===== src/rtl/vend_txn_sequencer.sv =====
// ============================================================================
// vend_txn_sequencer : coin credit, buy validation, dispense handshake and
//                      change return for the vending machine tray controller
// Revision : 1.0
// ============================================================================
`default_nettype none

module vend_txn_sequencer #(
    parameter int MONEY_W     = 12,
    parameter int PRICE0      = 25,
    parameter int PRICE1      = 75,
    parameter int PRICE2      = 150,
    parameter int PRICE3      = 200,
    parameter int CREDIT_MAX  = 975,
    parameter int ACK_TIMEOUT = 1000
) (
    input  logic               clk,
    input  logic               reset_n,
    input  logic               quarter,
    input  logic               dollar,
    input  logic [3:0]         select,
    input  logic               buy,
    input  logic               cancel,
    input  logic [3:0]         stock_empty,
    input  logic               disp_ack,
    input  logic               chg_ready,
    output logic               disp_req,
    output logic [3:0]         disp_sel,
    output logic [3:0]         stock_dec,
    output logic               chg_q,
    output logic               chg_d,
    output logic               coin_reject,
    output logic [MONEY_W-1:0] credit,
    output logic               busy,
    output logic               err_valid,
    output logic [2:0]         err_code
);

    localparam int TIMER_W = $clog2(ACK_TIMEOUT + 1);

    localparam logic [MONEY_W:0]   CREDIT_LIMIT = (MONEY_W+1)'(CREDIT_MAX);
    localparam logic [MONEY_W:0]   QUARTER_W    = (MONEY_W+1)'(25);
    localparam logic [MONEY_W:0]   DOLLAR_W     = (MONEY_W+1)'(100);
    localparam logic [MONEY_W-1:0] QUARTER_VAL  = MONEY_W'(25);
    localparam logic [MONEY_W-1:0] DOLLAR_VAL   = MONEY_W'(100);
    localparam logic [TIMER_W-1:0] TIMER_LAST   = TIMER_W'(ACK_TIMEOUT - 1);

    localparam logic [2:0] ERR_SELECT  = 3'd1;
    localparam logic [2:0] ERR_FUNDS   = 3'd2;
    localparam logic [2:0] ERR_SOLDOUT = 3'd3;
    localparam logic [2:0] ERR_TIMEOUT = 3'd4;

    typedef enum logic [1:0] {
        IDLE     = 2'd0,
        CHECK    = 2'd1,
        DISPENSE = 2'd2,
        CHANGE   = 2'd3
    } state_t;

    state_t               state;
    logic                 quarter_prev;
    logic                 dollar_prev;
    logic                 buy_prev;
    logic                 cancel_prev;
    logic [TIMER_W-1:0]   timer;
    logic [MONEY_W-1:0]   price_held;

    logic                 quarter_edge;
    logic                 dollar_edge;
    logic                 buy_edge;
    logic                 cancel_edge;
    logic                 coin_edge;
    logic                 sel_onehot;
    logic [MONEY_W-1:0]   sel_price;
    logic [MONEY_W:0]     credit_plus_q;
    logic [MONEY_W:0]     credit_plus_d;

    assign quarter_edge  = quarter & ~quarter_prev;
    assign dollar_edge   = dollar  & ~dollar_prev;
    assign buy_edge      = buy     & ~buy_prev;
    assign cancel_edge   = cancel  & ~cancel_prev;
    assign coin_edge     = quarter_edge | dollar_edge;
    assign sel_onehot    = (select != 4'b0000) && ((select & (select - 4'd1)) == 4'b0000);
    assign credit_plus_q = {1'b0, credit} + QUARTER_W;
    assign credit_plus_d = {1'b0, credit} + DOLLAR_W;

    always_comb begin
        sel_price = '0;
        case (select)
            4'b0001: sel_price = MONEY_W'(PRICE0);
            4'b0010: sel_price = MONEY_W'(PRICE1);
            4'b0100: sel_price = MONEY_W'(PRICE2);
            4'b1000: sel_price = MONEY_W'(PRICE3);
            default: sel_price = '0;
        endcase
    end

    always_ff @(posedge clk or negedge reset_n) begin
        if (!reset_n) begin
            state        <= IDLE;
            quarter_prev <= 1'b1;
            dollar_prev  <= 1'b1;
            buy_prev     <= 1'b1;
            cancel_prev  <= 1'b1;
            timer        <= '0;
            price_held   <= '0;
            credit       <= '0;
            disp_req     <= 1'b0;
            disp_sel     <= 4'b0000;
            stock_dec    <= 4'b0000;
            chg_q        <= 1'b0;
            chg_d        <= 1'b0;
            coin_reject  <= 1'b0;
            busy         <= 1'b0;
            err_valid    <= 1'b0;
            err_code     <= 3'd0;
        end else begin
            quarter_prev <= quarter;
            dollar_prev  <= dollar;
            buy_prev     <= buy;
            cancel_prev  <= cancel;

            stock_dec    <= 4'b0000;
            chg_q        <= 1'b0;
            chg_d        <= 1'b0;
            coin_reject  <= 1'b0;
            err_valid    <= 1'b0;
            err_code     <= 3'd0;

            // Coins are only credited in IDLE with no cancel pending
            if (state != IDLE || cancel_edge) begin
                coin_reject <= coin_edge;
            end

            case (state)
                IDLE: begin
                    if (cancel_edge) begin
                        state <= CHANGE;
                        busy  <= 1'b1;
                    end else if (dollar_edge) begin
                        if (credit_plus_d > CREDIT_LIMIT) begin
                            coin_reject <= 1'b1;
                        end else begin
                            credit <= credit + DOLLAR_VAL;
                        end
                        if (quarter_edge) begin
                            coin_reject <= 1'b1;
                        end
                    end else if (quarter_edge) begin
                        if (credit_plus_q > CREDIT_LIMIT) begin
                            coin_reject <= 1'b1;
                        end else begin
                            credit <= credit + QUARTER_VAL;
                        end
                    end else if (buy_edge) begin
                        state <= CHECK;
                        busy  <= 1'b1;
                    end
                end

                CHECK: begin
                    if (!sel_onehot) begin
                        err_valid <= 1'b1;
                        err_code  <= ERR_SELECT;
                        state     <= IDLE;
                        busy      <= 1'b0;
                    end else if ((stock_empty & select) != 4'b0000) begin
                        err_valid <= 1'b1;
                        err_code  <= ERR_SOLDOUT;
                        state     <= IDLE;
                        busy      <= 1'b0;
                    end else if (credit < sel_price) begin
                        err_valid <= 1'b1;
                        err_code  <= ERR_FUNDS;
                        state     <= IDLE;
                        busy      <= 1'b0;
                    end else begin
                        disp_req   <= 1'b1;
                        disp_sel   <= select;
                        price_held <= sel_price;
                        timer      <= '0;
                        state      <= DISPENSE;
                    end
                end

                DISPENSE: begin
                    if (disp_ack) begin
                        credit    <= credit - price_held;
                        stock_dec <= disp_sel;
                        disp_req  <= 1'b0;
                        disp_sel  <= 4'b0000;
                        state     <= CHANGE;
                    end else if (timer == TIMER_LAST) begin
                        // Timeout leaves credit intact so CHANGE refunds it all
                        err_valid <= 1'b1;
                        err_code  <= ERR_TIMEOUT;
                        disp_req  <= 1'b0;
                        disp_sel  <= 4'b0000;
                        state     <= CHANGE;
                    end else begin
                        timer <= timer + 1'b1;
                    end
                end

                CHANGE: begin
                    if (chg_ready) begin
                        if (credit >= DOLLAR_VAL) begin
                            chg_d  <= 1'b1;
                            credit <= credit - DOLLAR_VAL;
                        end else if (credit >= QUARTER_VAL) begin
                            chg_q  <= 1'b1;
                            credit <= credit - QUARTER_VAL;
                        end else begin
                            state <= IDLE;
                            busy  <= 1'b0;
                        end
                    end
                end

                default: begin
                    state <= IDLE;
                    busy  <= 1'b0;
                end
            endcase
        end
    end

endmodule

`default_nettype wire


===== config.mk =====
export PLATFORM = sky130hd
export DESIGN_NAME = vend_txn_sequencer
export DESIGN_NICKNAME = d
export VERILOG_FILES = /design/src/rtl/vend_txn_sequencer.sv
export SDC_FILE = /design/constraint.sdc
export NUM_CORES = 1
export LEC_CHECK = 0
export CAP_MARGIN = 20
export CORE_MARGIN = 3
export CORE_UTILIZATION = 46
export DETAILED_ROUTE_END_ITERATION = 6
export PLACE_DENSITY_LB_ADDON = 0.25
export SYNTH_ARGS = -nofsm -noshare
export SYNTH_HDL_FRONTEND = slang
export SYNTH_SLANG_ARGS = --single-unit

===== constraint.sdc =====
create_clock -name clk -period 6.7 [get_ports clk]
set_input_delay 1.005 -clock clk [delete_from_list [all_inputs] [get_ports clk]]
set_output_delay 1.005 -clock clk [all_outputs]
set_load 0.1 [all_outputs]

# Word level (Yosys, flattened, before mapping)
# Cells that the tools add are included.
# word_totals
in_bits,16
out_inout_bits,29
word_cells,169
reg_bits,57
# op_classes
magnitude_cmp,5
reduce_logical,16
n_eq_ne,27
bitwise,13
addsub,9
n_mux,82
# op_table
cell,count
$mux W12,9
$mux W10,5
$pmux W12 S3,1
$mux W1,35
$pmux W8 S4,1
$mux W2,15
$mux W4,7
$gt A13 B10 Y1 const B,2
$ne A3 B3 Y1 const B,8
$ne A2 B2 Y1 const B,10
$pmux W10 S2,1
$reduce_and A8 Y1,2
$add A12 B5 Y13 const B,1
$add A12 B7 Y13 const B,1
$add A12 B5 Y12 const B,1
$add A12 B7 Y12 const B,1
$ge A12 B5 Y1 const B,1
$ge A12 B7 Y1 const B,1
$lt A12 B12 Y1,1
$sub A12 B12 Y12,1
$sub A12 B5 Y12 const B,1
$sub A12 B7 Y12 const B,1
$add A10 B1 Y10 const B,1
$eq A10 B10 Y1 const B,1
29 further kinds,44

# Longest topological paths before layout
# logic_depth
ltp_word,9
depth_mapped,13
depth_no_buf,12

# Worst setup path after synthesis
# OpenSTA, ideal clock, no wires.
# synth_path
path_kind,reg2reg
startpoint,register credit[3]
endpoint,register credit[0]
setup_time_ns,0.125
setup_slack_ns,3.191
path_stages_with_launch,12
path_buffers,1
t_required_ns,6.575
t_arrival_ns,3.383
synth_period_minus_slack_ns,3.509
path_cell_list,dfrtp_1 -> buf_6 -> inv_1 -> ha_1 -> a211o_1 -> nor4_1 -> a311oi_1 -> o41a_1 -> a21boi_4 -> a21oi_4 -> and2_4 -> mux2_4
# synth_between
elab_chain_len,4
elab_cells_between_ends,13
classes_between,add/sub: 2; order compare: 4; eq/ne: 3; mux: 3; reduce/logical: 1
# synth_lines
item,line_no,rtl
start: declaration,33,"output logic [MONEY_W-1:0] credit,"
start signal: assignment,144,credit <= credit + DOLLAR_VAL;
start signal: assignment,153,credit <= credit + QUARTER_VAL;
start signal: assignment,188,credit <= credit - price_held;
$add A12 B7 Y13 (tied with other cells),85,"assign credit_plus_d = {1'b0, credit} + DOLLAR_W;"
$gt A13 B10 Y1 (tied with other cells),141,if (credit_plus_d > CREDIT_LIMIT) begin
$ne A3 B3 Y1 (no source line) or $mux W12 (tied branches),--,
$reduce_and A8 Y1 (no source line) or $pmux W12 S3 (tied branches),--,
# Parallel ways exist; a longest one is shown, timed or not. The select of a mux whose other input is x is not followed.
# A chain may end at the register's enable or synchronous reset.

# Worst setup path in the final report
# layout_path
startpoint,input port select[1]
endpoint,register disp_sel[2]
# layout_between
elab_chain_len,6
elab_cells_between_ends,17
classes_between,add/sub: 1; order compare: 1; eq/ne: 7; mux: 1; bitwise: 2; reduce/logical: 5
# layout_lines
item,line_no,rtl
start: declaration,21,"input logic [3:0] select,"
branches (longest 5 deep; another with $lt A12 B12 Y1),--,
$reduce_and A5 Y1 (no source line) (*),--,
end signal: assignment,179,disp_sel <= select;
end: declaration,28,"output logic [3:0] disp_sel,"
# Every way passes the cells marked *.

==> results.cfg <==
[run_status]
outcome = complete, no violations

[route]
dr_total_vias = 3867
drtIter0Drc = 283
vias_per_cell = 6.14
route.detailed.drc = 0
routed_wl_microns = 11200
detailedRoute.firstPassIterationCount = 7
routedWlPerCell_microns = 17.8
drtAntennaViolNets = 0

[floorplanning]
initial_utilization = 0.478
die_h_microns = 101
die_w_microns = 101
design.portCount = 45
num_rows = 34
dieArea_sq_um = 10300
coreArea_sq_um = 8760

[placement]
globalplace.congestion = 0.892
portBuffers = 44
detailed_place_hpwl_microns = 8200

[timing]
timing.final.crit_share = 0.602
final_setup_tns_ns = 0
grt_setup_unrepaired = false
max_slew_margin = 0.325
tightest_slew_ns = 1.01
skew_ns = 0.00912
clock.fmax_mhz = 248
min_period_ns = 4.03
final-hold-violation-count = 0
slew_viol_final = 0
setup_viol_count_final = 0

[global_route]
grt_antenna_before_repair = 0
grt_overflow_total = 0
grt_pass1_wl_microns = 19100
first_global_vias = 3902
grt_max_degree = 53
globalRouteTotalUtil = 0.230

[synthesis]
ys_seq_area_frac = 0.312
synth-async-reset-ratio = 1.00
netlist_instances = 497
dominantRegCellSynth = sky130_fd_sc_hd__dfrtp_1
mappedNetlistArea_sq_um = 4190
post-synth-top-area-fraction = 0.287
synth_top_area_cell = sky130_fd_sc_hd__dfrtp_1
netlist-cell-type-count = 75
syn_nets = 542
cell_types_with_the_largest_area_share_after_synthesis = sky130_fd_sc_hd__dfrtp_1 (29%), sky130_fd_sc_hd__ha_1 (8.4%), sky130_fd_sc_hd__nand2_1 (3.9%)
postSynthAreaPerCell_sq_um = 8.43
yosysWarnings = 0
number_of_synthesized_flops_with_an_enable_pin = 0
yosys_register_bits = 52

[setup_path]
reg2reg_setup_slack_ns = 3.03
path_length_in_cells_of_the_critical_path = 10
crit_path_max_incr_delay_ns = 0.70
worst-r2r-cell-count = 10
worstPathRequired_ns = 6.95
worstPathCellList = clkdlybuf4s50_1, xnor2_1, or3_1, ha_1, o41a_1, o21ai_0, a211oi_1, o21bai_1, nor2_1, a22o_1
cp_data_arrival_time_ns = 4.28
timing.critical_path.max_delay_family = compound AO/OA/AOI/OAI gates
timing.critical_path.buf_inv = 1
critical_path_class = in2reg
timing.critical_path.to_type = register
critPathMaxFanout = 13
crit_path_start_kind = input port
crit_slowest_cell = sky130_fd_sc_hd__nor2_1

[clock_network]
post_cts.repair.setup_buffers = 0
cts_repair_resize_count = 0
root_buffer = sky130_fd_sc_hd__clkbuf_8
clock_tree.buffer_depth = 2
cts_tree = yes
clk-insertion-delay-late_ns = 0.31
cts_inserted_buffers = 5
postCtsHoldBufs = 0
h-tree-depth = 2
clkSinkCount = 52
cts.reportedPaths.clkPinSlew_ns = 0.10

[final_layout]
num-nets-final = 566
drive_gt1_frac = 0.0632
area_growth_from_synthesis_to_final_layout_pct = 12.8
diodes = 0

[min_path]
hold_path.class = reg2reg
min_delay_path_depth = 1

[flow_run]
max-cap-violations = 0
cells in the final DEF, fill, tap and decap left out, drive strengths merged, types with 5 or more instances in the layout:
master and count:
a211o 5, a211oi 5, a21o 5, a21oi 26, a22o 6, a22oi 7, a31oi 7, and3 8
clkbuf 6, clkdlybuf4s50 43, dfrtp 48, ha 28, inv 25, mux2i 6, nand2 44, nand2b 12
nand3 17, nand4 6, nor2 43, nor2b 8, nor3 20, nor4 7, o21a 5, o21ai 31
o31ai 5, or3 7, xnor2 16, xor2 8
routing by layer:
layer	vias to the layer above	GRT usage	part of all wire
met2	138	0.380	0.48
met4	0	0.0849	0.023
met3	26	0.0365	0.064
met5	-	0	0
li1	1850	-	-
met1	1853	0.304	0.43
cell type report:
type | instances | area, sq um
Tap cell | 108 | 135
Multi-Input combinational cell | 390 | 2640
Sequential cell | 52 | 1310
Inverter | 26 | 97.6
Clock buffer | 6 | 82.6
Fill cell | 802 | 4040
Timing Repair Buffer | 46 | 450
Clock inverter | 2 | 13.8
final timing paths:
kind	startpoint	to
worst max-delay path	select[1]	disp_sel[2]
worst min-delay path	price_held[6]	price_held[6]
worst max register to register	credit[3]	credit[0]
worst min register to register	price_held[6]	price_held[6]
max in group asynchronous	reset_n	disp_sel[0]
min in group asynchronous	reset_n	credit[10]
kinds of logic (layout without fill, tap and decap cells):
logic type,count (synthesis),count (layout),synth area share
AOI/OAI and AO/OA,136,136,0.232
xor gates and xnor gates,24,24,0.0502
adders and majority gates,29,29,0.0884
buffers and inverters,55,80,0.0585
DFF,52,52,0.312
muxes,9,9,0.0233
and+or+nand+nor,192,192,0.236
cells in the mapped netlist, types with 10 or more instances:
library cell               instances
sky130_fd_sc_hd__nand2_1          44
sky130_fd_sc_hd__inv_1            24
sky130_fd_sc_hd__ha_1             28
sky130_fd_sc_hd__a21oi_1          25
sky130_fd_sc_hd__nor3_1           20
sky130_fd_sc_hd__nor2_1           43
sky130_fd_sc_hd__o21ai_0          30
sky130_fd_sc_hd__nand3_1          17
sky130_fd_sc_hd__dfrtp_1          48
sky130_fd_sc_hd__buf_2            10
sky130_fd_sc_hd__clkbuf_1         15
sky130_fd_sc_hd__nand2b_1         12
sky130_fd_sc_hd__xnor2_1          16
through the flow:
step                area (sq um)  worst slack (ns)  instances  utilization  hold slack (ns)
detailed placement          4630              2.28        622        0.528            0.471
global placement            4630              2.39        622        0.528            0.464
CTS                         4720              2.62        630        0.539            0.494
global route                4720              2.39        630        0.539            0.514
floorplan                   4190              3.19        497            -            0.449
finish                      4720              2.67        630        0.539            0.488
state kept, by name, summed over array words and instances (netlist names), 2 cells and up:
| name | cells |
|---|---|
| timer | 10 |
| stock_dec | 4 |
| price_held | 7 |
| disp_sel | 4 |
| credit | 12 |
| state | 2 |
| err_code | 3 |
Power is not shown: default switching activity piles up to over one toggle a cycle in this logic, so the estimate is an artifact.
==> RTL change: new RTL, same flow settings <==
Change the parameter `MONEY_W` from 12 to 10.
--- a/src/rtl/vend_txn_sequencer.sv
+++ b/src/rtl/vend_txn_sequencer.sv
@@ -7,5 +7,5 @@
 
 module vend_txn_sequencer #(
-    parameter int MONEY_W     = 12,
+    parameter int MONEY_W     = 10,
     parameter int PRICE0      = 25,
     parameter int PRICE1      = 75,
Ports: changed (resized credit); port bits go from 45 to 43. The function was not compared with the original's and may differ.
==> RTL change against the unedited design <==
Utilization is 0.65 points higher. Final area is 2.7% lower. First-iteration DRC count is 11% lower. Sequential cell count is 2 lower. Setup slack worse by 29 ps. Sequential share of layout area is 0.31 points lower. Critical path type unchanged. Area after synthesis is 2.4% lower. Routed wire length is 8.0% lower. Highest routed layer unchanged.
Power is not shown: default switching activity piles up to over one toggle a cycle in this logic, so the estimate is an artifact.
==> RTL change: results (changes against the unedited design) <==
- Synth top area cells: dfrtp_1, ha_1, nand2_1
- Final Wtd Congestion: 0.891 (-0.17%)
- Compound-cell area share of the yosys netlist: 0.256 (+0.0239)
- First-pass DRT Iterations: 5 (-2)
- Status: completed
- Slew headroom: 0.336 (+0.0102)
- Cts repair resizes: 0 (unchanged)
- Synth Net Count: 528 (-2.6%)
- Mux contribution to synthesized area: 0.0205 (-0.00278)
- Clock transition at path regs: 100 ps (about the same)
- Regs by FF count: credit x10, timer x10, price_held x7
- Vias per inst: 6.01 (-2.0%)
- Count of unique library cells instantiated by Yosys: 75 (unchanged)
- Post-detailed-placement half-perimeter wirelength: 7580 um (-7.5%)
- Placed instance area: 0.00450 sq mm (-2.7%)
- Share of layout cells above drive strength 1: 0.0636 (+0.000400)
- Vias in the first global route: 3369 (-14%)
- Hold Path Class: flip-flop to flip-flop
- Critical-path maximum fanout: 16 (+3)
- First-pass GRT wire length: 17200 um (-9.7%)
- Max H-tree Level: 2 (unchanged)
- CP max stage delay: 680 ps (-20 ps)
- I/O Buffers: 42 (-4.5%)
- Slowest-stage cell, CP: clkdlybuf4s50_1
- Largest net degree at the start of global routing: 51 (-3.8%)
- Worst clock skew: 12.4 ps (+3.28 ps)
- Synth Area in XOR/XNOR: 0.0557 (+0.00555)
- DRT iter0 DRCs: 252 (-11%)
- Post-synth top cells: nand2_1, dfrtp_1, nor2_1, o21ai_0, ha_1
- Post-synthesis adder-cell area fraction: 0.0906 (+0.00222)
- Wirelength per Cell: 17.0 um (-4.6%)
- Sequential area share after synthesis: 0.307 (-0.00442)
- Nets: 547 (-3.4%)
## RTL change: kinds of logic (layout without fill, tap and decap cells)
logic type,count (synthesis),after routing
and+or+nand+nor,173,173
muxes,8,8
DFF,50,50
adders and majority gates,29,29
buffers and inverters,58,78
AOI/OAI and AO/OA,139,139
xor gates and xnor gates,26,26
## RTL change: cell type report
class,instances,area (sq um)
Clock buffer,5,68.8
Clock inverter,3,23.8
Fill cell,795,3830
Inverter,25,93.8
Multi-Input combinational cell,375,2580
Sequential cell,50,1260
Tap cell,105,131
Timing Repair Buffer,45,438
## RTL change: metal layers
layer / vias up / wire (um) / GRT usage
met5: - / 0 / 0
met4: 0 / 159 / 0.0653
met3: 14 / 526 / 0.0299
met2: 98 / 4830 / 0.322
met1: 1768 / 4820 / 0.310
li1: 1777 / - / -
## RTL change: critical path, delay by kind of cell
kind,cells,cell delay (ps)
adder cells (fa/ha/maj),1,290
AO/OA/AOI/OAI,3,1160
XOR/XNOR,2,290
buffers and inverters,1,680
AND/OR/NAND/NOR,5,830
## RTL change: final timing paths
check                                           from                   endpoint  slack [ps]  cells after the start
min reg2reg                price_held[6]$_DFFE_PN0P_  price_held[6]$_DFFE_PN0P_         490                      1
min                        price_held[6]$_DFFE_PN0P_  price_held[6]$_DFFE_PN0P_         490                      1
max                                        select[3]       timer[8]$_DFFE_PN0P_        2640                     12
min in group asynchronous                    reset_n       timer[9]$_DFFE_PN0P_         790                      2
max reg2reg                    credit[3]$_DFFE_PN0P_      credit[1]$_DFFE_PN0P_        2810                     10
max in group asynchronous                    reset_n  price_held[6]$_DFFE_PN0P_        5460                      2
## RTL change: metrics by stage
| stage | worst slack (ps) | std cells | utilization |
|---|---|---|---|
| final | 2640 | 608 | 0.545 |
| after global routing | 2450 | 608 | 0.545 |
| after CTS | 2670 | 608 | 0.545 |
| after detailed placement | 2320 | 600 | 0.534 |
| after global placement | 2430 | 600 | 0.534 |
| after floorplan | 3120 | 483 | - |
